--- src/rtl/tile_plotter.sv ---
// rtl/tile_plotter.sv - rasterises TILE_W x TILE_H filled tiles into a VGA x/y/colour/plot port
// One active tile plus a one-entry pending request; back-to-back tiles with no idle cycle.
module tile_plotter #(
   parameter int         TILE_W       = 4,
   parameter int         TILE_H       = 4,
   parameter int         SCREEN_W     = 160,
   parameter int         SCREEN_H     = 120,
   parameter logic [2:0] ERASE_COLOUR = 3'b000
) (
   input  logic       clock,
   input  logic       reset_n,
   input  logic       req_valid,
   output logic       req_ready,
   input  logic [7:0] req_x,
   input  logic [6:0] req_y,
   input  logic [2:0] req_colour,
   input  logic       req_erase,
   output logic [7:0] out_x,
   output logic [6:0] out_y,
   output logic [2:0] out_colour,
   output logic       plot,
   output logic       busy,
   output logic       done
);

   typedef enum logic {IDLE, DRAW} state_t;

   localparam logic [3:0] CX_LAST = 4'(TILE_W - 1);
   localparam logic [3:0] CY_LAST = 4'(TILE_H - 1);
   localparam logic [8:0] SCR_W9  = 9'(SCREEN_W);
   localparam logic [7:0] SCR_H8  = 8'(SCREEN_H);

   state_t     state, state_next;
   logic [7:0] base_x, n_bx;
   logic [6:0] base_y, n_by;
   logic [2:0] base_c, n_c;
   logic [3:0] cx, n_cx;
   logic [3:0] cy, n_cy;

   logic       pend_full;
   logic [7:0] pend_x;
   logic [6:0] pend_y;
   logic [2:0] pend_c;

   logic       accept;
   logic [2:0] req_c;
   logic       last_px;
   logic       launch_pend;
   logic       pend_load;
   logic       done_next;
   logic       draw_next;
   logic       plot_next;
   logic [8:0] sum_x;
   logic [7:0] sum_y;

   assign req_ready = !pend_full;
   assign accept    = req_valid && req_ready;
   assign req_c     = req_erase ? ERASE_COLOUR : req_colour;
   assign last_px   = (state == DRAW) && (cx == CX_LAST) && (cy == CY_LAST);

   always_comb begin
      state_next  = state;
      n_bx        = base_x;
      n_by        = base_y;
      n_c         = base_c;
      n_cx        = cx;
      n_cy        = cy;
      launch_pend = 1'b0;
      pend_load   = 1'b0;
      done_next   = 1'b0;

      case (state)
         IDLE: begin
            if (accept) begin
               state_next = DRAW;
               n_bx = req_x;
               n_by = req_y;
               n_c  = req_c;
               n_cx = 4'd0;
               n_cy = 4'd0;
            end
         end
         DRAW: begin
            if (last_px) begin
               done_next = 1'b1;
               // The pending entry is older than anything arriving now, so it launches first.
               if (pend_full) begin
                  launch_pend = 1'b1;
                  n_bx = pend_x;
                  n_by = pend_y;
                  n_c  = pend_c;
                  n_cx = 4'd0;
                  n_cy = 4'd0;
               end else if (accept) begin
                  n_bx = req_x;
                  n_by = req_y;
                  n_c  = req_c;
                  n_cx = 4'd0;
                  n_cy = 4'd0;
               end else begin
                  state_next = IDLE;
               end
            end else begin
               if (cx == CX_LAST) begin
                  n_cx = 4'd0;
                  n_cy = cy + 4'd1;
               end else begin
                  n_cx = cx + 4'd1;
               end
               pend_load = accept;
            end
         end
         default: state_next = IDLE;
      endcase
   end

   assign draw_next = (state_next == DRAW);
   assign sum_x     = {1'b0, n_bx} + {5'b0, n_cx};
   assign sum_y     = {1'b0, n_by} + {4'b0, n_cy};
   assign plot_next = draw_next && (sum_x < SCR_W9) && (sum_y < SCR_H8);

   always_ff @(posedge clock) begin
      if (!reset_n) begin
         state      <= IDLE;
         base_x     <= 8'd0;
         base_y     <= 7'd0;
         base_c     <= 3'd0;
         cx         <= 4'd0;
         cy         <= 4'd0;
         pend_full  <= 1'b0;
         pend_x     <= 8'd0;
         pend_y     <= 7'd0;
         pend_c     <= 3'd0;
         out_x      <= 8'd0;
         out_y      <= 7'd0;
         out_colour <= 3'd0;
         plot       <= 1'b0;
         busy       <= 1'b0;
         done       <= 1'b0;
      end else begin
         state  <= state_next;
         base_x <= n_bx;
         base_y <= n_by;
         base_c <= n_c;
         cx     <= n_cx;
         cy     <= n_cy;
         if (pend_load) begin
            pend_full <= 1'b1;
            pend_x    <= req_x;
            pend_y    <= req_y;
            pend_c    <= req_c;
         end else if (launch_pend) begin
            pend_full <= 1'b0;
         end
         // Pixel position/colour hold their last values once the plotter goes idle.
         if (draw_next) begin
            out_x      <= sum_x[7:0];
            out_y      <= sum_y[6:0];
            out_colour <= n_c;
         end
         plot <= plot_next;
         busy <= draw_next;
         done <= done_next;
      end
   end

endmodule
--- config.mk ---
export PLATFORM = sky130hd
export DESIGN_NAME = tile_plotter
export DESIGN_NICKNAME = d
export VERILOG_FILES = /design/src/rtl/tile_plotter.sv
export SDC_FILE = /design/constraint.sdc
export NUM_CORES = 1
export LEC_CHECK = 0
export CORE_UTILIZATION = 55
export CTS_CLUSTER_SIZE = 24
export DETAILED_ROUTE_END_ITERATION = 10
export PLACE_DENSITY = 0.88
export SYNTH_ARGS = -nofsm -noshare
export SYNTH_HDL_FRONTEND = slang
export SYNTH_SLANG_ARGS = --single-unit
export TNS_END_PERCENT = 1
--- constraint.sdc ---
create_clock -name clock -period 11.3 [get_ports clock]
set_clock_uncertainty 0.15 [all_clocks]
set_input_delay 3.39 -clock clock [delete_from_list [all_inputs] [get_ports clock]]
set_output_delay 3.39 -clock clock [all_outputs]
set_load 0.1 [all_outputs]
==> summary.txt <==
Run status
  – Status: complete, no violations

Floorplanning
  – CORE AREA: 5991 µm²
  – Initial Util: 0.5741
  – Die Span X: 81.08 µm
  – Die area: 6574 µm²
  – IO Count: 44
  – Die H: 81.08 µm
  – Row Count: 28

Logic synthesis
  – Largest family of logic cells by synthesized area: simple AND/OR/NAND/NOR gates
  – Synth warn: 0
  – Top FF cell, synth: dfxtp_1
  – EDFF count, synth: 0
  – Unique cell type count in the Yosys netlist: 65
  – Top cells by area, synth: dfxtp_1, nand2_1, a21oi_1
  – Synth Area in Adders: 0.04802
  – Post-synth top area share: 0.3841
  – Sequential-to-total area share from yosys stat: 0.3841
  – XOR/XNOR Fraction of Synth Area: 0.02546
  – Ys async rst share: 0
  – Mux share of post-synthesis cell area: 0.02255
  – Seq cells post-synth: 66
  – Cell with the most instances after synthesis: nand2_1
  – Simple-gate area share of the yosys netlist: 0.2561
  – Mean post-synth cell area: 8.369 µm²
  – Most frequent cells after synthesis: nand2_1, dfxtp_1, a21oi_1
  – Post-Synthesis Cells: 411
  – Post-Syn Area: 3440 µm²
  – Compound-cell area share of the yosys netlist: 0.2161
  – Yosys top cell by area: dfxtp_1
  – Synthesized Nets: 445

Worst setup path
  – Critical Path End Type: flop
  – Crit path largest cell delay: 0.69 ns
  – Worst setup SP type: input port
  – Crit path arrival time: 7.02 ns
  – Cells along the critical path: clkdlybuf4s50_1, nand2b_1, a21boi_4, o22ai_1, nor2_1, ha_1, inv_1, fa_1, nor2b_1, o21ai_0, nand2b_1, nand3_1, xor2_1, a211oi_1
  – Worst Setup Path Type: in -> reg
  – Most frequent CP cell: nand2b_1
  – Worst EP required: 11.40 ns
  – CP max FO: 12
  – CP max-delay cell: clkdlybuf4s50_1

CTS
  – Clock Tree Buf Depth: 2
  – Clock Latency Late Sink: 0.35 ns
  – CTS H-tree depth: 3
  – Cts hold-fix bufs: 0
  – CTS tree: built
  – Worst-path clk slew: 0.08 ns
  – TritonCTS Buffers: 9
  – Clk root buf: clkbuf_8
  – Setup bufs post-CTS: 0
  – Post_cts resized: 0
  – CTS Sinks: 66

Routing
  – Initial detailed-routing violation count: 357
  – Drt drc: 0
  – DR vias: 3157
  – Wirelength, routed: 8.744 mm
  – Vias per std cell: 6.002
  – Remaining antenna violation count after routing: 0
  – First-pass DRT Iterations: 5
  – Routed length per instance: 16.62 µm

Placement
  – Placer congestion estimate: 0.8424
  – DP HPWL: 6.096 mm
  – I/O Buffers: 43
  – Pre-CTS setup slack: 4.111 ns

Timing
  – Rel. slew slack: 0.3455
  – Tcrit/Tclk final: 0.6117
  – Fmax: 144.7 MHz
  – RSZ-0062 raised after global routing: no
  – Final min period: 6.912 ns
  – Hold Fails Final Rpt: 0
  – Final worst setup slack: 4.388 ns
  – Setup violators final: 0
  – Worst-Margin Slew: 0.9787 ns
  – Final setup TNS: 0 ns
  – Worst hold margin: 0.3089 ns
  – Final Max Tran Viols: 0

Power
  – Sequential power share: 0.399
  – Combinational Power Share: 0.252
  – Pwr Total: 0.6463 mW
  – Switching Share: 0.3386
  – P_int: 0.4274 mW
  – Peak supply drop: 0.09943 mV
  – Clock network fraction of total power: 0.348
  – Leakage Power: 1.602 nW
  – PwrDens: 157.5 nW/µm²
  – Switching Power: 0.2189 mW

Global route
  – First-pass GRT wire length: 13.66 mm
  – Initial antenna violation count: 0
  – Total Routing Usage GR: 0.2796
  – Pin count of the biggest net entering global routing: 53
  – Vias in the first global route: 2843
  – Total global routing overflow: 0

Finish
  – Synthesis-to-finish area growth: 19.28%
  – Number of fill cells in the layout: 476
  – Post-route core utilization: 0.6848
  – Share of cells above drive strength 1: 0.09756
  – Nets@finish: 480
  – Diodes inserted: 0

Min path
  – Hold crit path type: reg -> reg

Job
  – Max cap viols: 0
[cell type report]
class / instances / area [µm²] / share of cell area
multi-input cells: 310 / 1954 / 0.4764
flip-flops and latches: 66 / 1321 / 0.3221
repair buffers: 47 / 460.4 / 0.1122
clock buffers: 10 / 137.6 / 0.03355
well taps: 75 / 93.84 / 0.02287
clock inverters: 6 / 90.09 / 0.02196
inverters: 12 / 45.04 / 0.01098
[stage by stage]
stage          std cells  instance area [µm²]
6_report             526                 4103
5_1_grt              526                 4103
4_1_cts              526                 4103
3_5_place_dp         510                 3875
3_3_place_gp         510                 3875
2_1_floorplan        411                 3440
[worst paths after layout]
check                               start        end  slack [ns]  depth (start not counted)
worst min-delay path            pend_c[0]  pend_c[0]        0.31                          2
worst max register to register      cy[0]       plot        6.97                         14
worst min register to register  pend_c[0]  pend_c[0]        0.31                          2
worst max-delay path            req_valid   out_y[6]        4.39                         14
[metal layers]
| layer | routed length [µm] | track usage | vias to the layer above |
|---|---|---|---|
| li1 | - | - | 1512 |
| met1 | 3802 | 0.3583 | 1481 |
| met2 | 4111 | 0.4420 | 144 |
| met3 | 647 | 0.06404 | 20 |
| met4 | 182 | 0.1339 | 0 |
| met5 | 0 | 0 | - |
[cell families (layout without fill, tap and decap cells)]
logic type,after synthesis,after routing
buffers and inverters,35,75
DFF,66,66
muxes,7,7
xor gates and xnor gates,10,10
adders and majority gates,12,12
and+or+nand+nor,176,176
AOI/OAI and AO/OA,105,105
[power by group through the flow]
| stage | Sequential (mW) | Clock [mW] | Combinational [mW] |
|---|---|---|---|
| floorplan | 0.313 | 0 | 0.0680 |
| global placement | 0.262 | 0 | 0.157 |
| detailed placement | 0.263 | 0 | 0.161 |
| CTS | 0.258 | 0.226 | 0.162 |
| global route | 0.259 | 0.238 | 0.172 |
| finish | 0.258 | 0.225 | 0.163 |
[cell usage in the layout (no fill, tap or decap), types with 12 or more instances in the layout]
cell,synthesis,routed
nand3_1,12,12
nand2_1,71,71
a21oi_1,43,43
clkdlybuf4s50_1,0,43
nor2_1,34,34
and2_1,12,12
nor3_1,13,13
dfxtp_1,66,66
[registers in the layout, indices dropped and copies added, names as in the netlist]
register	cells
done	1
base_y	7
state	1
out_x	8
pend_x	8
out_y	7
plot	1
base_c	3
pend_c	3
pend_full	1
out_colour	3
cx	4
base_x	8
pend_y	7
cy	4
[worst max-delay path: cells and delay by family]
family | cells | cell delay, ns
adder cells (fa/ha/maj) | 2 | 0.58
AO/OA/AOI/OAI | 4 | 1.03
AND/OR/NAND/NOR | 5 | 1.03
buffers and inverters | 2 | 0.75
XOR/XNOR | 1 | 0.21
Power figures use the tool's default switching activity.
